File: src/rtl/next_pc_pkg.sv
// Shared types and default addresses for the next-PC selector.
// Optional NEXT_PC_ALIGN_EN forces pc_out[1:0] to zero.
package next_pc_pkg;

  typedef enum logic [2:0] {
    SEL_RESET,
    SEL_UNDO,
    SEL_INT,
    SEL_PCR,
    SEL_PCI,
    SEL_PRED,
    SEL_STALL,
    SEL_SEQ
  } pc_sel_e;

  localparam logic [31:0] DEF_RESET_PC   = 32'h0000_0000;
  localparam logic [31:0] DEF_INT_VECTOR = 32'h0000_0080;

endpackage

File: src/rtl/next_pc_int_ctrl.sv
// Interrupt-pending latch and interrupt qualification.
// Converts a one-cycle alert into a single qualified interrupt.
module next_pc_int_ctrl
  import next_pc_pkg::*;
(
  input  logic clk,
  input  logic rst,
  input  logic interrupt_mask,
  input  logic stall,
  input  logic branch_undo,
  input  logic alert,
  output logic interrupt
);

  logic pending_q;
  logic pending_d;

  assign interrupt = pending_q & ~interrupt_mask & ~stall
                   & ~branch_undo & ~rst;

  // alert wins over clear so a coincident request fires once more
  always_comb begin
    pending_d = pending_q;
    if (alert) begin
      pending_d = 1'b1;
    end else if (interrupt) begin
      pending_d = 1'b0;
    end
  end

  always_ff @(posedge clk) begin
    if (rst) begin
      pending_q <= 1'b0;
    end else begin
      pending_q <= pending_d;
    end
  end

endmodule

File: src/rtl/next_pc_logic.sv
// Next fetch PC selector: priority encoder plus XLEN mux.
// Optional NEXT_PC_ALIGN_EN clears pc_out[1:0] after the mux.
module next_pc_logic
  import next_pc_pkg::*;
#(
  parameter int unsigned        XLEN       = 32,
  parameter logic [XLEN-1:0]    RESET_PC   = XLEN'(DEF_RESET_PC),
  parameter logic [XLEN-1:0]    INT_VECTOR = XLEN'(DEF_INT_VECTOR)
) (
  input  logic            clk,
  input  logic            rst,
  input  logic            interrupt_mask,
  input  logic            stall,
  input  logic            branch_predict,
  input  logic            pcr_take,
  input  logic            pci_take,
  input  logic            branch_undo,
  input  logic            alert,
  input  logic [XLEN-1:0] branch_pc,
  input  logic [XLEN-1:0] pc_not_taken,
  input  logic [XLEN-1:0] pci,
  input  logic [XLEN-1:0] pcr,
  input  logic [XLEN-1:0] pc,
  input  logic [XLEN-1:0] pc_plus_4,
  output logic            interrupt,
  output logic [XLEN-1:0] pc_out
);

  pc_sel_e         sel;
  logic [XLEN-1:0] pc_mux;

  next_pc_int_ctrl u_int_ctrl (
    .clk            (clk),
    .rst            (rst),
    .interrupt_mask (interrupt_mask),
    .stall          (stall),
    .branch_undo    (branch_undo),
    .alert          (alert),
    .interrupt      (interrupt)
  );

  always_comb begin
    sel = SEL_SEQ;
    priority case (1'b1)
      rst:            sel = SEL_RESET;
      branch_undo:    sel = SEL_UNDO;
      interrupt:      sel = SEL_INT;
      pcr_take:       sel = SEL_PCR;
      pci_take:       sel = SEL_PCI;
      branch_predict: sel = SEL_PRED;
      stall:          sel = SEL_STALL;
      default:        sel = SEL_SEQ;
    endcase
  end

  always_comb begin
    pc_mux = pc_plus_4;
    unique case (sel)
      SEL_RESET: pc_mux = RESET_PC;
      SEL_UNDO:  pc_mux = pc_not_taken;
      SEL_INT:   pc_mux = INT_VECTOR;
      SEL_PCR:   pc_mux = pcr;
      SEL_PCI:   pc_mux = pci;
      SEL_PRED:  pc_mux = branch_pc;
      SEL_STALL: pc_mux = pc;
      SEL_SEQ:   pc_mux = pc_plus_4;
      default:   pc_mux = pc_plus_4;
    endcase
  end

`ifdef NEXT_PC_ALIGN_EN
  assign pc_out = pc_mux & ~XLEN'(3);
`else
  assign pc_out = pc_mux;
`endif

endmodule

File: config.mk
export PLATFORM = sky130hd
export DESIGN_NAME = next_pc_logic
export DESIGN_NICKNAME = d
export VERILOG_FILES = /design/src/rtl/next_pc_pkg.sv /design/src/rtl/next_pc_int_ctrl.sv /design/src/rtl/next_pc_logic.sv
export SDC_FILE = /design/constraint.sdc
export NUM_CORES = 1
export LEC_CHECK = 0
export CORE_AREA = 2 2 91 93
export CTS_CLUSTER_DIAMETER = 30
export DETAILED_ROUTE_END_ITERATION = 8
export DIE_AREA = 0 0 93 95
export PLACE_DENSITY = 0.79
export RECOVER_POWER = 25
export SYNTH_ARGS = -nofsm -noshare
export SYNTH_HDL_FRONTEND = slang
export SYNTH_SLANG_ARGS = --single-unit
File: constraint.sdc
create_clock -name clk -period 2.1 [get_ports clk]
set_input_delay 0.42 -clock clk [delete_from_list [all_inputs] [get_ports clk]]
set_output_delay 0.42 -clock clk [all_outputs]
set_load 0.02 [all_outputs]
==> results.md, run 1 <==
- The number of synthesized flops with an enable pin is 0.
- The slew at the pin closest to its max-slew limit is 0.216 ns.
- The standard cell with the maximum stage delay on the critical path is or3b_4.
- Before antenna repair, the detailed router went through 4 iterations.
- Setup repair after global routing could not meet its margin everywhere.
- The worst-case IR drop observed on VDD is 0.152 mV.
- The hold buffer count at CTS is 0.
- The worst hold path terminates at u_int_ctrl.pending_q$_SDFFE_PP0P_.
- The cell type group with the largest total delay on the critical path is simple AND/OR/NAND/NOR gates.
- The fraction of power spent switching nets is 35.2%.
- In this run the static leakage power is 1.72 nW.
- The max-slew violation total from the final report was 0.
- For the worst setup path, the data arrival time is 1.85 ns.
- The starting utilization of the core area is 17.8%.
- The slack of the worst reg-to-reg path is 1.51 ns.
- Dividing total power by cell area gives a power density of 206 mW/mm^2.
- The initial antenna violation count was 0.
- The share of power burned in combinational logic is 97.7%.
- The final count of hold timing violations is 0.
- The worst register-to-register path ends at u_int_ctrl.pending_q$_SDFFE_PP0P_.
- The number of primary I/O pins is 234.
- After the last flow step, the layout net total stands at 645.
- Fill cells in the final layout number 707.
- The total area inside the core boundary comes to 0.00793 sq mm.
- The all-layer global routing usage is 20.2%.
- The flow ran to the end, but the final reports show violations.
- The top cell type by total area after synthesis is mux2i_1.
- The row count is 33.
- The number of cells on the worst reg-to-reg path is 2.
- The routed design could run at a clock period as short as 2.27 ns.
- The worst hold path passes through 2 cells.
- The share of total power dissipated in sequential elements is 2.3%.
- The critical path goes through buf_6 -> or3b_4 -> and3_4 -> buf_8 -> a22oi_2 -> o2111ai_2 -> buf_6.
- The die height is 95 um.
- The first routing iteration left 31 violations.
- Port buffering added 233 buffers.
- 0 antenna diodes ended up in the layout.
- Once placement completed, the tool counted placed cells totaling 538.
- The die outline width is 93 um.
- The worst setup path is launched from an input port.
- Overall power consumption after layout is estimated at 0.946 mW.
- For this design the total switching power over the nets is 0.333 mW.
- The synthesized area is 0.00141 sq mm.
- Entering global routing, the biggest net connects 19 pins.
- The count of buffering cells on the critical path with inverters included is 3.
- The highest cell delay on the worst timing path is 0.42 ns.
- The reg-to-reg critical path startpoint is u_int_ctrl.pending_q$_SDFFE_PP0P_.
- The met2 wire length is 5.09 mm.
- The worst path required time is 1.68 ns.
- The critical path in this run is classified as input port to primary output.
- In the routed layout, each cell is associated on average with a via count of 4.95.
- The startpoint identified for the worst hold timing path is u_int_ctrl.pending_q$_SDFFE_PP0P_.
- The flip-flop count of the largest register, all copies and words added is 1.
- The wire length on met1 is 3.45 mm.
- The total length of routed met3 wires is 862 um.
- The number of routed nets with antenna violations is 0.
- The highest routing layer actually used is met4.
- By instance count, the leading cell after synthesis is nand2_1.
- For this run, the leading register cell type out of synthesis is dfxtp_1.
- The flip-flop and latch count after synthesis is 1.
- The number of instances in the synthesized netlist is 200.
- The post-detailed-routing wire length is 9.62 mm.
- The normalized max-slew margin is 85.5%.
- The worst-path maximum fanout is 7.
- The clock-pin transition on the worst setup and hold timing paths is 0 ns.
- The detailed router placed 2,707 vias in this run.
- The clock network accounts for 0% of the total power.
- The later pin in the worst-skew pair is clocked with a latency of 0 ns.
- Setup violations remaining at the end of the flow were counted as 32.
- Before CTS, the worst setup slack after placement is -1.01 ns.
- In the final routed layout, each cell accounts on average for 17.6 um.
- The post-synthesis net count is 401.
- The setup skew after layout is 0 ns.
- The share of the Yosys chip area taken by registers is 1.42%.
- In this run, distinct cell masters in the synthesized netlist total 25.
- The cell seen most often among critical-path stages is buf_6.
- The internal power of the cells totals 0.613 mW.
- Once detailed placement completed, the half-perimeter wirelength came to 7.57 mm.
- The overflow left after global routing is 0.
- Across all setup checks in the final design, the least slack found is -0.173 ns.
- By count the netlist is led by nand2_1, mux2i_1, o2111ai_1.
- The fraction of final layout cells with drive strength greater than 1 is 33.7%.
- The category of the worst setup path capture point is a primary output.
- By area the synthesized netlist is led by mux2i_1, o2111ai_1, nand2_1.
- The top cell type by area accounts for 22.7% of the synthesized area.
- The async set or reset register ratio after synthesis is 0%.
- The congestion estimate from routability-driven global placement came to 0.861.
- The die area is 0.00884 sq mm.
- The largest registers in the layout are u_int_ctrl.pending_q x1.
- Relative to the synthesized area, the layout overhead comes to 225%.
- Dividing the synthesized area by the synthesized cell count gives 7.06 sq um.
- The DRC violation count after routing is 0.
- Max-cap violations in this run came to 0.
- The yosys synthesis warning count is 0.
- The number of global-route vias before repair was 2,897.
- The first global-routing pass estimated 14.3 mm of wire.
- The register with the most flip-flops is u_int_ctrl.pending_q.
- In the finished design, the share of the clock period the worst path needs comes to 108%.
- The path class of the tightest hold or removal check is flop to flop.
- The checks that failed: setup timing.
- The finished layout holds 547 standard cells, fillers aside.
- The maximum achievable frequency is 0.440 GHz.
-- layer usage --
layer / global-route usage, % / vias up
li1: - / 1278
met1: 21.9 / 1251
met2: 39.9 / 158
met3: 4.23 / 20
met4: 4.78 / 0
met5: 0 / -
-- timing repair --
action / in CTS / in global routing
buffers inserted: 5 / 0
setup endpoints to repair: 33 / 32
gates cloned: 3 / 1
gates resized for setup: 240 / 31
pin swaps: 50 / 13
-- worst max-delay path by stage --
stage	start	to	slack, ns	depth (start not counted)
2_1_floorplan	interrupt_mask	pc_out[0]	-0.0006	6
4_1_cts	stall	pc_out[4]	-0.18	7
5_1_grt	stall	pc_out[4]	-0.21	7
3_5_place_dp	stall	pc_out[4]	-1.01	7
6_report	stall	pc_out[4]	-0.17	7
3_3_place_gp	interrupt_mask	pc_out[0]	-0.93	7
-- metrics by stage --
step | utilization, % | hold WS, ns | area, sq um | setup TNS, ns
global placement | 52.4 | 0.471 | 4160 | -29.12
CTS | 56.2 | 0.520 | 4450 | -3.63
detailed placement | 52.4 | 0.520 | 4160 | -30.11
floorplan | - | 0.443 | 1610 | -0.000566
finish | 57.9 | 0.505 | 4590 | -3.32
global route | 57.9 | 0.557 | 4590 | -4.76
-- worst min-delay path, delay by kind of cell, from the launching register on --
kind               cells  cell delay [ns]
AOI/OAI and AO/OA      1             0.06
DFF                    1             0.31
and+or+nand+nor        1             0.08
-- power by group through the flow --
stage	combinational [mW]	clock [mW]	sequential [mW]
2_1_floorplan	0.292	0	0.0212
3_3_place_gp	0.821	0	0.0213
5_1_grt	0.975	0	0.0218
6_report	0.925	0	0.0215
4_1_cts	0.887	0	0.0215
3_5_place_dp	0.832	0	0.0215
-- cells by family after synthesis --
family | synth area share [%]
compound gates | 42.2
buf+inv | 11.3
flops | 1.42
mux | 22.7
simple gates | 22.3
-- area by class of cell --
class	instances	area (sq um)	share of cell area, %
sequential	1	20.0	0.436
multi-input combinational	176	1670	36.4
inverter	2	7.51	0.163
timing repair buffer	263	2760	60.2
tap	105	131	2.86
-- layout by cell type, fill, tap and decap left out, types with 3 or more instances in the layout --
cell             Yosys  layout
clkdlybuf4s50_1      0     193
buf_4                0      17
and3_4               1       3
buf_12               1      10
buf_8                2       3
mux2i_2              0       7
buf_6                4      28
a22oi_2             10      31
nand2_1             62      62
o2111ai_2            0      31
mux2i_4              0       3
mux2i_1             32      22
dlygate4sd2_1        0       4
Note: power is estimated with default switching activity, not from simulation.
==> run 2: changes to the inputs <==
--- a/config.mk
+++ b/config.mk
@@ -5,11 +5,11 @@
 export SDC_FILE = /design/constraint.sdc
 export NUM_CORES = 1
 export LEC_CHECK = 0
-export CORE_AREA = 2 2 91 93
+export CORE_AREA = 3 3 90 92
 export CTS_CLUSTER_DIAMETER = 30
 export DETAILED_ROUTE_END_ITERATION = 8
 export DIE_AREA = 0 0 93 95
-export PLACE_DENSITY = 0.79
+export PLACE_DENSITY = 0.82
 export RECOVER_POWER = 25
 export SYNTH_ARGS = -nofsm -noshare
 export SYNTH_HDL_FRONTEND = slang
==> run 2 against run 1 <==
  * The run still ends with setup timing left
  * Cell count decreased by 1.6%
  * Clock skew unchanged
  * Hold slack got worse by 0.019 ns
  * Largest power group unchanged
  * Setup slack got worse by 0.015 ns
  * Register-to-register slack improved by 0.02 ns
  * Sequential power about the same
==> results.md, run 2 (synthesis results as in run 1) <==
- The core box area is 0.00729 sq mm (-8.0%).
- In the final layout, the registers with the most flip-flops are u_int_ctrl.pending_q x1.
- The leakage power summed over all cells is 1.65 nW (-3.7%).
- The flip-flop count of the largest register, all copies and words added is 1 (unchanged).
- The total number of nets in the final design came to 642 (-0.47%).
- The fraction of final layout cells with drive strength greater than 1 came to 33.9% (+0.23 points).
- The initial antenna violation count is 0 (unchanged).
- The area growth from synthesis to layout is 217%.
- The standard cell area after detailed placement is 0.00416 sq mm (+0.18%).
- The number of diodes was 0 (unchanged).
- The number of routed nets with antenna violations is 0 (unchanged).
- The DRC violation count after routing is 0 (unchanged).
- The row count is 31 (-6.1%).
- The via density per instance came to 5.05 (+2.0%).
- The minimum period implied by the final worst setup slack is 2.29 ns (+0.0146 ns).
- The category of the worst setup path capture point is a primary output.
- The data arrival at the endpoint of the critical path is 1.87 ns (+0.02 ns).
- The max-slew violation total from the final report was 0 (unchanged).
- The die height is 95 um (unchanged).
- Setup repair after global routing could not meet its margin everywhere.
- The kind of critical path is input port to primary output.
- The die outline width is 93 um (unchanged).
- The final worst setup slack is -0.188 ns (-0.0146 ns).
- The global-route wire length before repair is 15.1 mm (+5.6%).
- The weighted congestion reported at the end of routability-driven placement is 0.801 (-7.0%).
- The final-report setup violation count is 32 (unchanged).
- The worst path required time was 1.68 ns (about the same).
- In this run the worst hold path is classified as flop to flop.
- The pin count of the biggest net entering global routing was 18 (-1).
- Leaving out fill and tap cells, the most frequent cell in the layout is clkdlybuf4s50_1.
- The estimated wirelength of the detail-placed design is 7.97 mm (+5.2%).
- The flip-flop and latch area is 20.0 sq um (unchanged).
- The met3 usage is 7.25% (+3.0 points).
- The power consumption was 0.955 mW (+0.95%).
- The die area is 0.00884 sq mm (unchanged).
- The final count of hold timing violations came to 0 (unchanged).
- The length of the first detailed-routing pass in iterations is 4 (unchanged).
- The library cells used most frequently in the layout, excluding fill and tap cells, are clkdlybuf4s50_1, nand2_1, o2111ai_2.
- The wire length per cell after detailed routing is 20.3 um (+16%).
- The DRC marker count from the first detailed-route iteration is 40 (+29%).
- The number of primary I/O pins is 234 (unchanged).
- The worst-path maximum fanout is 7 (unchanged).
- The most heavily used metal layer in global routing is met2.
- The final core utilization is 61.4% (+3.4 points).
- The maximum achievable frequency is 0.437 GHz (-0.64%).
- The starting utilization of the core area is 19.4% (+1.6 points).
- The global-route met2 utilization is 44.0% (+4.1 points).
- The slew at the pin closest to its max-slew limit came to 0.228 ns (+0.0121 ns).
- The cell area power density is 213 mW/mm^2 (+3.6%).
- The met1 layer usage reported by global route is 20.6% (-1.3 points).
- The setup total negative slack is -4.65 ns (-1.33 ns).
- The clock insertion delay at the later pin of the skew report is 0 ns (unchanged).
- The final hold slack came to 0.486 ns (-0.0188 ns).
- The max-capacitance violation count was 0 (unchanged).
- The run finished, with violations left.
- The number of port buffers came to 233 (unchanged).
- The area used by multi-input combinational logic is 0.00170 sq mm (+1.6%).
- The normalized max-slew margin is 84.8% (-0.73 points).
- The checks that failed: setup timing.
- The number of fillers in the final layout was 620 (-12%).
- The clock-pin transition on the worst setup and hold timing paths is 0 ns (unchanged).
- The overflow left after global routing is 0 (unchanged).
- The setup skew after layout is 0 ns (unchanged).
- The number of global-route vias before repair is 2,973 (+2.6%).
- The post-detailed-routing wire length is 10.9 mm (+14%).
- The worst voltage drop across the vdd grid was 0.102 mV (-33%).
- The final design area excluding fillers is 0.00448 sq mm (-2.6%).
- The all-layer global routing usage is 21.5% (+1.3 points).
- The register with the most flip-flops is u_int_ctrl.pending_q.
- The hold buffer count at CTS was 0 (unchanged).
- The final worst-path cycle share is 109% (+0.70 points).
- STA classifies the critical path startpoint as an input port.
- The overall via count from detail_route came to 2,716 (+0.33%).
-- run 2: cell count changes in the layout (fill, tap and decap cells not counted), sizes merged --
| cell | previous run | this run |
|---|---|---|
| clkdlybuf4s15 | 1 | 0 |
| and3 | 3 | 5 |
| buf | 62 | 58 |
| dlygate4sd2 | 4 | 5 |
| clkbuf | 3 | 2 |
-- run 2: worst max-delay path, cell delays in order --
cell and delay [ns]:
buf_6 0.09, or3b_4 0.42, buf_4 0.16, and3_4 0.23, a22oi_1 0.24, o2111ai_2 0.13
buf_4 0.18
-- run 2: worst paths after layout --
| check | slack, ns | start | cells after the start | to |
|---|---|---|---|---|
| setup reg to reg | 1.53 | u_int_ctrl.pending_q$_SDFFE_PP0P_ | 2 | u_int_ctrl.pending_q$_SDFFE_PP0P_ |
| setup / recovery | -0.19 | interrupt_mask | 7 | pc_out[3] |
| hold reg to reg | 0.49 | u_int_ctrl.pending_q$_SDFFE_PP0P_ | 2 | u_int_ctrl.pending_q$_SDFFE_PP0P_ |
| hold / removal | 0.49 | u_int_ctrl.pending_q$_SDFFE_PP0P_ | 2 | u_int_ctrl.pending_q$_SDFFE_PP0P_ |
-- run 2: per-layer routing --
metal,vias to the layer above,wire length (um)
met5,-,0
met3,12,1150
li1,1274,-
met2,160,6020
met4,0,165
met1,1270,3600
-- run 2: layout make-up --
| class | instances | share of cell area [%] |
|---|---|---|
| repair buffers | 258 | 58.7 |
| well taps | 99 | 2.77 |
| multi-input cells | 178 | 37.9 |
| inverters | 2 | 0.168 |
| flip-flops and latches | 1 | 0.447 |
-- run 2: report_power, final --
part           leakage (nW)  switching [mW]  total (mW)  internal (mW)
clock network             0               0           0              0
logic                  1.64           0.344       0.934          0.590
registers           0.00838        0.000626      0.0214         0.0208
-- run 2: through the flow --
step                std cells  worst slack, ns
floorplan                 200        -0.000566
global placement          529           -0.908
detailed placement        529           -0.932
CTS                       539           -0.237
global route              538           -0.240
finish                    538           -0.188
-- run 2: repair_timing --
| action | CTS | global route |
|---|---|---|
| gates cloned | 4 | 1 |
| setup buffers | 6 | 2 |
| resized for setup | 205 | 52 |
| pin swaps | 12 | 11 |
| endpoints found under the setup margin | 33 | 33 |
==> run 3: changes to the inputs <==
--- a/config.mk
+++ b/config.mk
@@ -9,7 +9,7 @@
 export CTS_CLUSTER_DIAMETER = 30
 export DETAILED_ROUTE_END_ITERATION = 8
 export DIE_AREA = 0 0 93 95
-export PLACE_DENSITY = 0.82
+export PLACE_DENSITY = 0.72
 export RECOVER_POWER = 25
 export SYNTH_ARGS = -nofsm -noshare
 export SYNTH_HDL_FRONTEND = slang
==> run 3 against run 2 <==
  * The flow still finishes with violations (setup timing)
  * Wire length rose by 4.0%
  * Combinational power rose by 9%
  * Largest power group unchanged
  * Register-to-register slack barely moved
  * Critical path type unchanged
  * Utilization rose by 5.4 points
  * Setup slack got worse by 0.10 ns
  * Maximum frequency fell by 4.3%
  * Critical path depth rose by 3
  * Sequential cell count did not move
  * First-iteration DRC count fell by 23%
  * Sequential power barely moved
  * Cell count rose by 1.5%
==> results.md, run 3 (synthesis results as in run 1) <==
- The final worst setup slack is -0.290 ns (-0.102 ns).
- The core box area was 0.00729 sq mm (unchanged).
- The global-route wire length before repair is 16.5 mm (+9.6%).
- The worst-path maximum fanout is 8 (+1).
- The overall via count from detail_route is 2,729 (+0.48%).
- The overflow left after global routing is 0 (unchanged).
- The leakage power summed over all cells is 1.79 nW (+8.6%).
- The largest registers in the layout are u_int_ctrl.pending_q x1.
- The power consumption was 1.04 mW (+8.9%).
- The slack of the worst reg-to-reg path is 1.54 ns (about the same).
- The die height is 95 um (unchanged).
- The post-detailed-routing wire length is 11.4 mm (+4.0%).
- Setup repair after global routing could not meet its margin everywhere.
- The all-layer global routing usage is 24.0% (+2.5 points).
- The normalized max-slew margin was 77.6% (-7.1 points).
- The number of port buffers is 233 (unchanged).
- The worst voltage drop across the vdd grid is 0.176 mV (+72%).
- The final-report setup violation count is 32 (unchanged).
- The pin count of the biggest net entering global routing is 20 (+2).
- The minimum period implied by the final worst setup slack is 2.39 ns (+0.102 ns).
- The area growth from synthesis to layout is 244%.
- The number of routed nets with antenna violations came to 0 (unchanged).
- The run finished, with violations left.
- The slew at the pin closest to its max-slew limit is 0.333 ns (+0.104 ns).
- The via density per instance is 5.00 (-0.99%).
- The clock-pin transition on the worst setup and hold timing paths is 0 ns (unchanged).
- The worst hold path belongs to the class flop to flop.
- The DRC marker count from the first detailed-route iteration is 31 (-23%).
- The number of diodes is 0 (unchanged).
- The weighted congestion reported at the end of routability-driven placement came to 0.855 (+6.8%).
- The number of cells on the worst reg-to-reg path is 2 (unchanged).
- The die area is 0.00884 sq mm (unchanged).
- The final reports fail on setup timing.
- The data arrival at the endpoint of the critical path is 1.97 ns (+0.10 ns).
- The wire length per cell after detailed routing is 20.8 um (+2.5%).
- The type of element launching the critical path is an input port.
- The final worst-path cycle share is 114% (+4.9 points).
- The launch point of the critical path is stall.
- The wire length on met1 was 4.08 mm (+13%).
- The total instance count after detailed placement was 528 (-0.19%).
- The worst path required time is 1.68 ns (about the same).
- The highest routing layer actually used is met4.
- The estimated wirelength of the detail-placed design is 7.84 mm (-1.5%).
- The fraction of final layout cells with drive strength greater than 1 is 35.8% (+1.9 points).
- The row count is 31 (unchanged).
- The maximum achievable frequency came to 0.418 GHz (-4.3%).
- The starting utilization of the core area is 19.4% (unchanged).
- The standard cell area after detailed placement is 0.00413 sq mm (-0.90%).
- The total length of routed met3 wires was 975 um (-15%).
- The reg-to-reg critical path startpoint is u_int_ctrl.pending_q$_SDFFE_PP0P_.
- The flip-flop count of the largest register, all copies and words added is 1 (unchanged).
- The total number of nets in the final design came to 650 (+1.2%).
- Following the worst setup path forward leads to its endpoint at pc_out[4].
- The number of global-route vias before repair is 3,003 (+1.0%).
- The count of placed standard cells in the final layout, fillers left out is 546 (+1.5%).
- The hold buffer count at CTS is 0 (unchanged).
- The length of the first detailed-routing pass in iterations is 4 (unchanged).
- The most frequent standard cell in the layout excluding fill and tap cells is clkdlybuf4s50_1.
- The critical path in this run is classified as input port to primary output.
- The final core utilization was 66.7% (+5.4 points).
- The die outline width is 93 um (unchanged).
- The met2 wire length is 6.20 mm (+3.0%).
- The clock insertion delay at the later pin of the skew report is 0 ns (unchanged).
- The setup skew after layout is 0 ns (unchanged).
- The cell area power density is 214 mW/mm^2 (+0.20%).
- The max-slew violation total from the final report is 0 (unchanged).
- In the layout the commonest cells are clkdlybuf4s50_1, nand2_1, buf_6.
- The max-capacitance violation count was 0 (unchanged).
- The register with the most flip-flops is u_int_ctrl.pending_q.
- The number of primary I/O pins came to 234 (unchanged).
- The final design area excluding fillers was 0.00487 sq mm (+8.7%).
- The final count of hold timing violations is 0 (unchanged).
- The worst setup path is captured at a primary output.
- The initial antenna violation count is 0 (unchanged).
- The pre-CTS worst setup slack came to -0.950 ns (-0.0174 ns).
- The DRC violation count after routing is 0 (unchanged).
- In this run the critical register-to-register path is captured at u_int_ctrl.pending_q$_SDFFE_PP0P_.
-- run 3: repair_timing --
item | CTS | global route
endpoints found under the setup margin | 33 | 33
cloned | 9 | 1
buffers inserted | 9 | 0
resized for setup | 244 | 47
pin swaps | 24 | 16
-- run 3: per-stage QoR --
stage / hold slack, ns / setup TNS [ns]
floorplan: 0.443 / -0.000566
global placement: 0.462 / -28.49
detailed placement: 0.474 / -29.39
CTS: 0.474 / -8.06
global route: 0.529 / -9.88
finish: 0.471 / -8.44
-- run 3: worst min path at each step --
stage / from / endpoint / slack, ns / cells after the start
floorplan: u_int_ctrl.pending_q$_SDFFE_PP0P_ / u_int_ctrl.pending_q$_SDFFE_PP0P_ / 0.44 / 2
global placement: u_int_ctrl.pending_q$_SDFFE_PP0P_ / u_int_ctrl.pending_q$_SDFFE_PP0P_ / 0.46 / 2
detailed placement: u_int_ctrl.pending_q$_SDFFE_PP0P_ / u_int_ctrl.pending_q$_SDFFE_PP0P_ / 0.47 / 2
CTS: u_int_ctrl.pending_q$_SDFFE_PP0P_ / u_int_ctrl.pending_q$_SDFFE_PP0P_ / 0.47 / 2
global route: u_int_ctrl.pending_q$_SDFFE_PP0P_ / u_int_ctrl.pending_q$_SDFFE_PP0P_ / 0.53 / 2
finish: u_int_ctrl.pending_q$_SDFFE_PP0P_ / u_int_ctrl.pending_q$_SDFFE_PP0P_ / 0.47 / 2
-- run 3: critical path, cell delays in order --
cell and delay, ns:
buf_6 0.09, or3b_4 0.41, buf_6 0.14, buf_12 0.12, buf_6 0.11, nand3_4 0.07
buf_12 0.14, buf_16 0.16, o2111ai_2 0.14, buf_6 0.16
-- run 3: power by group --
group | internal (mW) | total (mW) | leakage (nW) | switching (mW)
Clock | 0 | 0 | 0 | 0
Sequential | 0.0208 | 0.0213 | 0.00838 | 0.000539
Combinational | 0.646 | 1.02 | 1.79 | 0.373
Total | 0.667 | 1.04 | 1.79 | 0.374
-- run 3: area by class of cell --
class	instances	area, sq um
multi-input combinational	178	1840
inverter	2	7.51
timing repair buffer	266	2870
sequential	1	20.0
tap	99	124
fill	593	2430
-- run 3: per-layer routing --
metal	vias to the layer above	GRT usage, %
met2	144	47.3
met1	1285	26.9
met5	-	0
met4	0	3.05
li1	1290	-
met3	10	5.34
==> edit 1 (config.mk and constraints of run 3) <==
Set the parameter `XLEN` to 16 (it was 32).
--- a/src/rtl/next_pc_logic.sv
+++ b/src/rtl/next_pc_logic.sv
@@ -5,3 +5,3 @@
 #(
-  parameter int unsigned        XLEN       = 32,
+  parameter int unsigned        XLEN       = 16,
   parameter logic [XLEN-1:0]    RESET_PC   = XLEN'(DEF_RESET_PC),
Interface: changed (7 resized); port bits go from 234 to 122. The function was not compared with the original's and may differ.
==> edit 1 against run 3 <==
Wire length shrank 50%; critical endpoint is now pc_out[2]; worst setup slack gained 140 ps; critical path depth shrank 4; clock skew is the same; die area is the same; highest routed layer is now met5; critical path type unchanged; synthesized area shrank 48%; power shrank 54%; sequential cell count is the same; design area shrank 53%; global-route usage shrank 13 points; the run still ends with setup timing left; combinational power shrank 55%.
==> edit 1: results (changes against run 3) <==
| Metric | Value |
|---|---|
| Outcome | `complete, but fails checks` |
| Met3 routed WL | `777 µm (-20%)` |
| Final Net Count | `348 (-46%)` |
| Synth top area cells | `a222oi_1 (18%), a22oi_1 (9.2%), o211ai_1 (8.2%)` |
| Post-synthesis net count | `210 (-48%)` |
| Post-synth cell types | `31 (+24%)` |
| Cell leakage power | `0.887 nW (-51%)` |
| Failing checks | `setup timing` |
| Largest fanout on the critical path | `4 (-4)` |
| Slew HR | `0.783 (+0.00631)` |
| Multiplexer share of the synthesized area | `0.0410 (-0.186)` |
| M1 wire length | `2.13 mm (-48%)` |
| Worst-path clk slew | `0 ps (unchanged)` |
| Sequential area share after synthesis | `0.0274 (+0.0132)` |
| Reg-to-reg slack, setup | `790 ps (-750 ps)` |
| PortBufs | `121 (-48%)` |
| Drt total wl | `5.67 mm (-50%)` |
| Sw Ratio | `0.342 (-0.0175)` |
| Met2 usage | `0.228 (-0.245)` |
| Total GRT Usage | `0.115 (-0.126)` |
| WL met2 | `2.74 mm (-56%)` |
| VDD IR max | `0.129 mV (-27%)` |
| Initial antenna violation count | `1 (+1)` |
| First-pass GRT wire length | `8.16 mm (-51%)` |
| Hpwl dp | `4.64 mm (-41%)` |
| Complex-gate fraction of the synthesized area | `0.588 (+0.166)` |
| Setup violators final | `8 (-75%)` |
| Via density | `4.49 (-10%)` |
| Setup ws final | `-149 ps (+141 ps)` |
| Critical Path AT | `1830 ps (-140 ps)` |
| Final hold slack | `478 ps (+6.72 ps)` |
| Comb. pwr | `0.455 mW (-55%)` |
## edit 1: cell count changes in the layout (fill, tap and decap cells not counted), sizes merged, moves of 8 or more
cell and change:
a22oi -22, o211ai +8, o2111ai -31, clkdlybuf4s50 -96
buf -18, mux2i -29, a222oi +13, nand2 -52
## edit 1: worst max path at each step
stage / depth (start not counted) / slack, ps / to
floorplan: 5 / -20 / pc_out[12]
finish: 6 / -150 / pc_out[2]
detailed placement: 6 / -940 / pc_out[2]
global route: 6 / -190 / pc_out[2]
CTS: 6 / -180 / pc_out[2]
global placement: 6 / -900 / pc_out[12]
## edit 1: kinds of logic after synthesis
group | Yosys count
buffers and inverters | 12
AND/OR/NAND/NOR | 36
flip-flops | 1
AO/OA/AOI/OAI | 53
multiplexers | 3
## edit 1: critical path: stages
cell and delay [ps]:
buf_6 90, or3b_4 390, and3_4 190, a221o_1 360, a211o_1 250, buf_6 130
## edit 1: layout make-up
class | instances | area, µm²
fill | 797 | 4980
inverter | 1 | 3.75
multi-input combinational | 92 | 743
sequential | 1 | 20.0
tap | 99 | 124
timing repair buffer | 147 | 1420
## edit 1: what timing repair did
item                       in CTS  in global routing
resized for setup             128                 22
pin swaps                      15                  9
cloned                          1                  0
setup buffers                   3                  0
setup endpoints to repair      17                 17
## edit 1: through the flow
step	TNS [ps]	cells	area (µm²)	setup slack, ps	power, mW
2_1_floorplan	-84.7	105	738	-19.8	0.154
3_3_place_gp	-13820	338	2240	-903	0.457
3_5_place_dp	-14430	338	2240	-944	0.462
4_1_cts	-643	341	2290	-176	0.472
5_1_grt	-1070	340	2310	-193	0.505
6_report	-558	340	2310	-149	0.477
==> edit 2 (settings of run 3) <==
Made on the original files. Put a register stage on the output `interrupt`, without a reset. The value now appears one clock later. The other outputs are not delayed to match. Comments in the files are not updated.
--- a/src/rtl/next_pc_logic.sv
+++ b/src/rtl/next_pc_logic.sv
@@ -28,2 +28,4 @@
 
+  logic interrupt_d;
+
   pc_sel_e         sel;
@@ -38,3 +40,3 @@
     .alert          (alert),
-    .interrupt      (interrupt)
+    .interrupt      (interrupt_d)
   );
@@ -46,3 +48,3 @@
       branch_undo:    sel = SEL_UNDO;
-      interrupt:      sel = SEL_INT;
+      interrupt_d:      sel = SEL_INT;
       pcr_take:       sel = SEL_PCR;
@@ -76,2 +78,6 @@
 
+  always_ff @(posedge clk) begin
+    interrupt <= interrupt_d;
+  end
+
 endmodule
Function: changed (a bounded check fails within 4 cycles, from zero or initial values and one cycle with rst high).
==> edit 2 against run 3 <==
The run still ends with setup timing left; final cell count down 0.18%; synthesized area rose by 1.4%; utilization shrank 0.29 points; power up 15%; worst setup slack better by 44 ps; sequential cell count grew 1; sequential share of layout area increased by 0.44 points; clock skew is 1.9 ps higher; design area decreased by 0.44%; wire length fell by 4.6%; critical endpoint is now pc_out[3].
==> edit 2: results (changes against run 3) <==
| Metric | Value |
|---|---|
| Ant diodes | `0 (unchanged)` |
| Largest fanout on the critical path | `5 (-3)` |
| Count of max-cap constraint violations | `0 (unchanged)` |
| Setup ws final | `-246 ps (+43.7 ps)` |
| Vias | `2714 (-0.55%)` |
| Vias in the first global route | `2817 (-6.2%)` |
| YS warnings | `0 (unchanged)` |
| DR pass1 iterations | `4 (unchanged)` |
| First-pass GRT wire length | `14.5 mm (-12%)` |
| PortBufs | `233 (unchanged)` |
| Worst-case clock buffer depth | `2` |
| Sequential area share after synthesis | `0.0279 (+0.0138)` |
| CTS buffer count | `3` |
| CTS Root Cell | `clkbuf_8` |
| VDD IR max | `0.360 mV (+100%)` |
| Most common flop cell mapped by yosys | `dfxtp_1` |
| Initial antenna violation count | `0 (unchanged)` |
| DR iter-0 viols | `89 (+190%)` |
| Post-synth ARST share | `0 (unchanged)` |
| Setup violators final | `32 (unchanged)` |
| Pin count of the biggest net entering global routing | `23 (+15%)` |
| Fraction of layout cells with a size suffix above 1 | `0.343 (-0.0149)` |
| Largest regs | `interrupt x1, u_int_ctrl.pending_q x1` |
| Commonest cells in the netlist | `nand2_1 (62), mux2i_1 (32), o2111ai_1 (31), a22oi_1 (21), clkbuf_1 (14)` |
| H-tree levels | `1` |
| # fillers | `618 (+4.2%)` |
| Post-synthesis net count | `402 (+0.25%)` |
| Worst-path clk slew | `30 ps (+30 ps)` |
| Worst Clk Skew | `1.85 ps (+1.85 ps)` |
| Worst-Skew Late Latency | `210 ps (+210 ps)` |
| Final Net Count | `649 (-0.15%)` |
| Slew HR | `0.808 (+0.0311)` |
| Hpwl dp | `7.97 mm (+1.6%)` |
| Synth top area cells | `mux2i_1 (22%), o2111ai_1 (19%), nand2_1 (16%)` |
| Outcome | `complete, but fails checks` |
| Drt total wl | `10.9 mm (-4.6%)` |
| Total GRT Usage | `0.209 (-0.0312)` |
| Placer Congestion | `0.782 (-8.5%)` |
| Hold Path Class | `flip-flop to flip-flop` |
| Cell leakage power | `1.77 nW (-1.6%)` |
| Critical Path AT | `1930 ps (-40 ps)` |
| Failing checks | `setup timing` |
edit 2: changes by cell type after synthesis:
cell     delta
dfxtp_1     +1
edit 2: logic make-up after synthesis:
| family | synth area share |
|---|---|
| and+or+nand+nor | 0.220 |
| AOI/OAI and AO/OA | 0.417 |
| muxes | 0.224 |
| buffers and inverters | 0.112 |
| DFF | 0.0279 |
edit 2: path summary, 6_finish.rpt:
| path | startpoint | slack, ps | end | cells past startpoint |
|---|---|---|---|---|
| hold reg to reg | u_int_ctrl.pending_q | 470 | u_int_ctrl.pending_q | 2 |
| setup / recovery | interrupt_mask | -250 | pc_out[3] | 7 |
| setup reg to reg | u_int_ctrl.pending_q | 890 | interrupt | 4 |
| hold / removal | u_int_ctrl.pending_q | 470 | u_int_ctrl.pending_q | 2 |
edit 2: metal layers:
metal | part of all wire | track usage | up-vias
met5 | 0 | 0 | -
li1 | - | - | 1283
met1 | 0.34 | 0.221 | 1285
met3 | 0.085 | 0.0582 | 10
met4 | 0.011 | 0.0391 | 0
met2 | 0.56 | 0.413 | 136
edit 2: cell type report:
cell class	count	share of cell area
flip-flops and latches	2	0.00852
inverters	2	0.00155
multi-input cells	176	0.376
clock buffers	3	0.00852
repair buffers	263	0.580
well taps	99	0.0256
edit 2: critical path, stage by stage:
cell and delay, ps:
buf_2 110, or3b_4 420, o211a_4 220, buf_12 170, mux2i_2 260, o2111ai_4 160
buf_6 160
edit 2: report_power, final:
part           total, mW  leakage [nW]  internal (mW)  switching, mW
Combinational       1.00          1.73          0.636          0.364
Sequential        0.0409        0.0167         0.0403       0.000648
Clock              0.151        0.0216          0.121         0.0302
Total               1.19          1.77          0.798          0.394
edit 2: through the flow:
| stage | utilization | instances | worst slack, ps | instance area [µm²] | setup TNS (ps) |
|---|---|---|---|---|---|
| global route | 0.664 | 545 | -332 | 4840 | -8890 |
| CTS | 0.605 | 543 | -247 | 4410 | -6520 |
| global placement | 0.565 | 527 | -969 | 4120 | -28000 |
| finish | 0.664 | 545 | -246 | 4840 | -5960 |
| detailed placement | 0.565 | 527 | -982 | 4120 | -29260 |
| floorplan | - | 201 | -0.566 | 1630 | -0.566 |
edit 2: what timing repair did:
item / in CTS / in global routing
pin swaps: 7 / 13
gates resized for setup: 195 / 82
gates cloned: 4 / 4
hold buffers: 0 / 0
setup endpoints to repair: 32 / 32
buffers inserted: 9 / 0
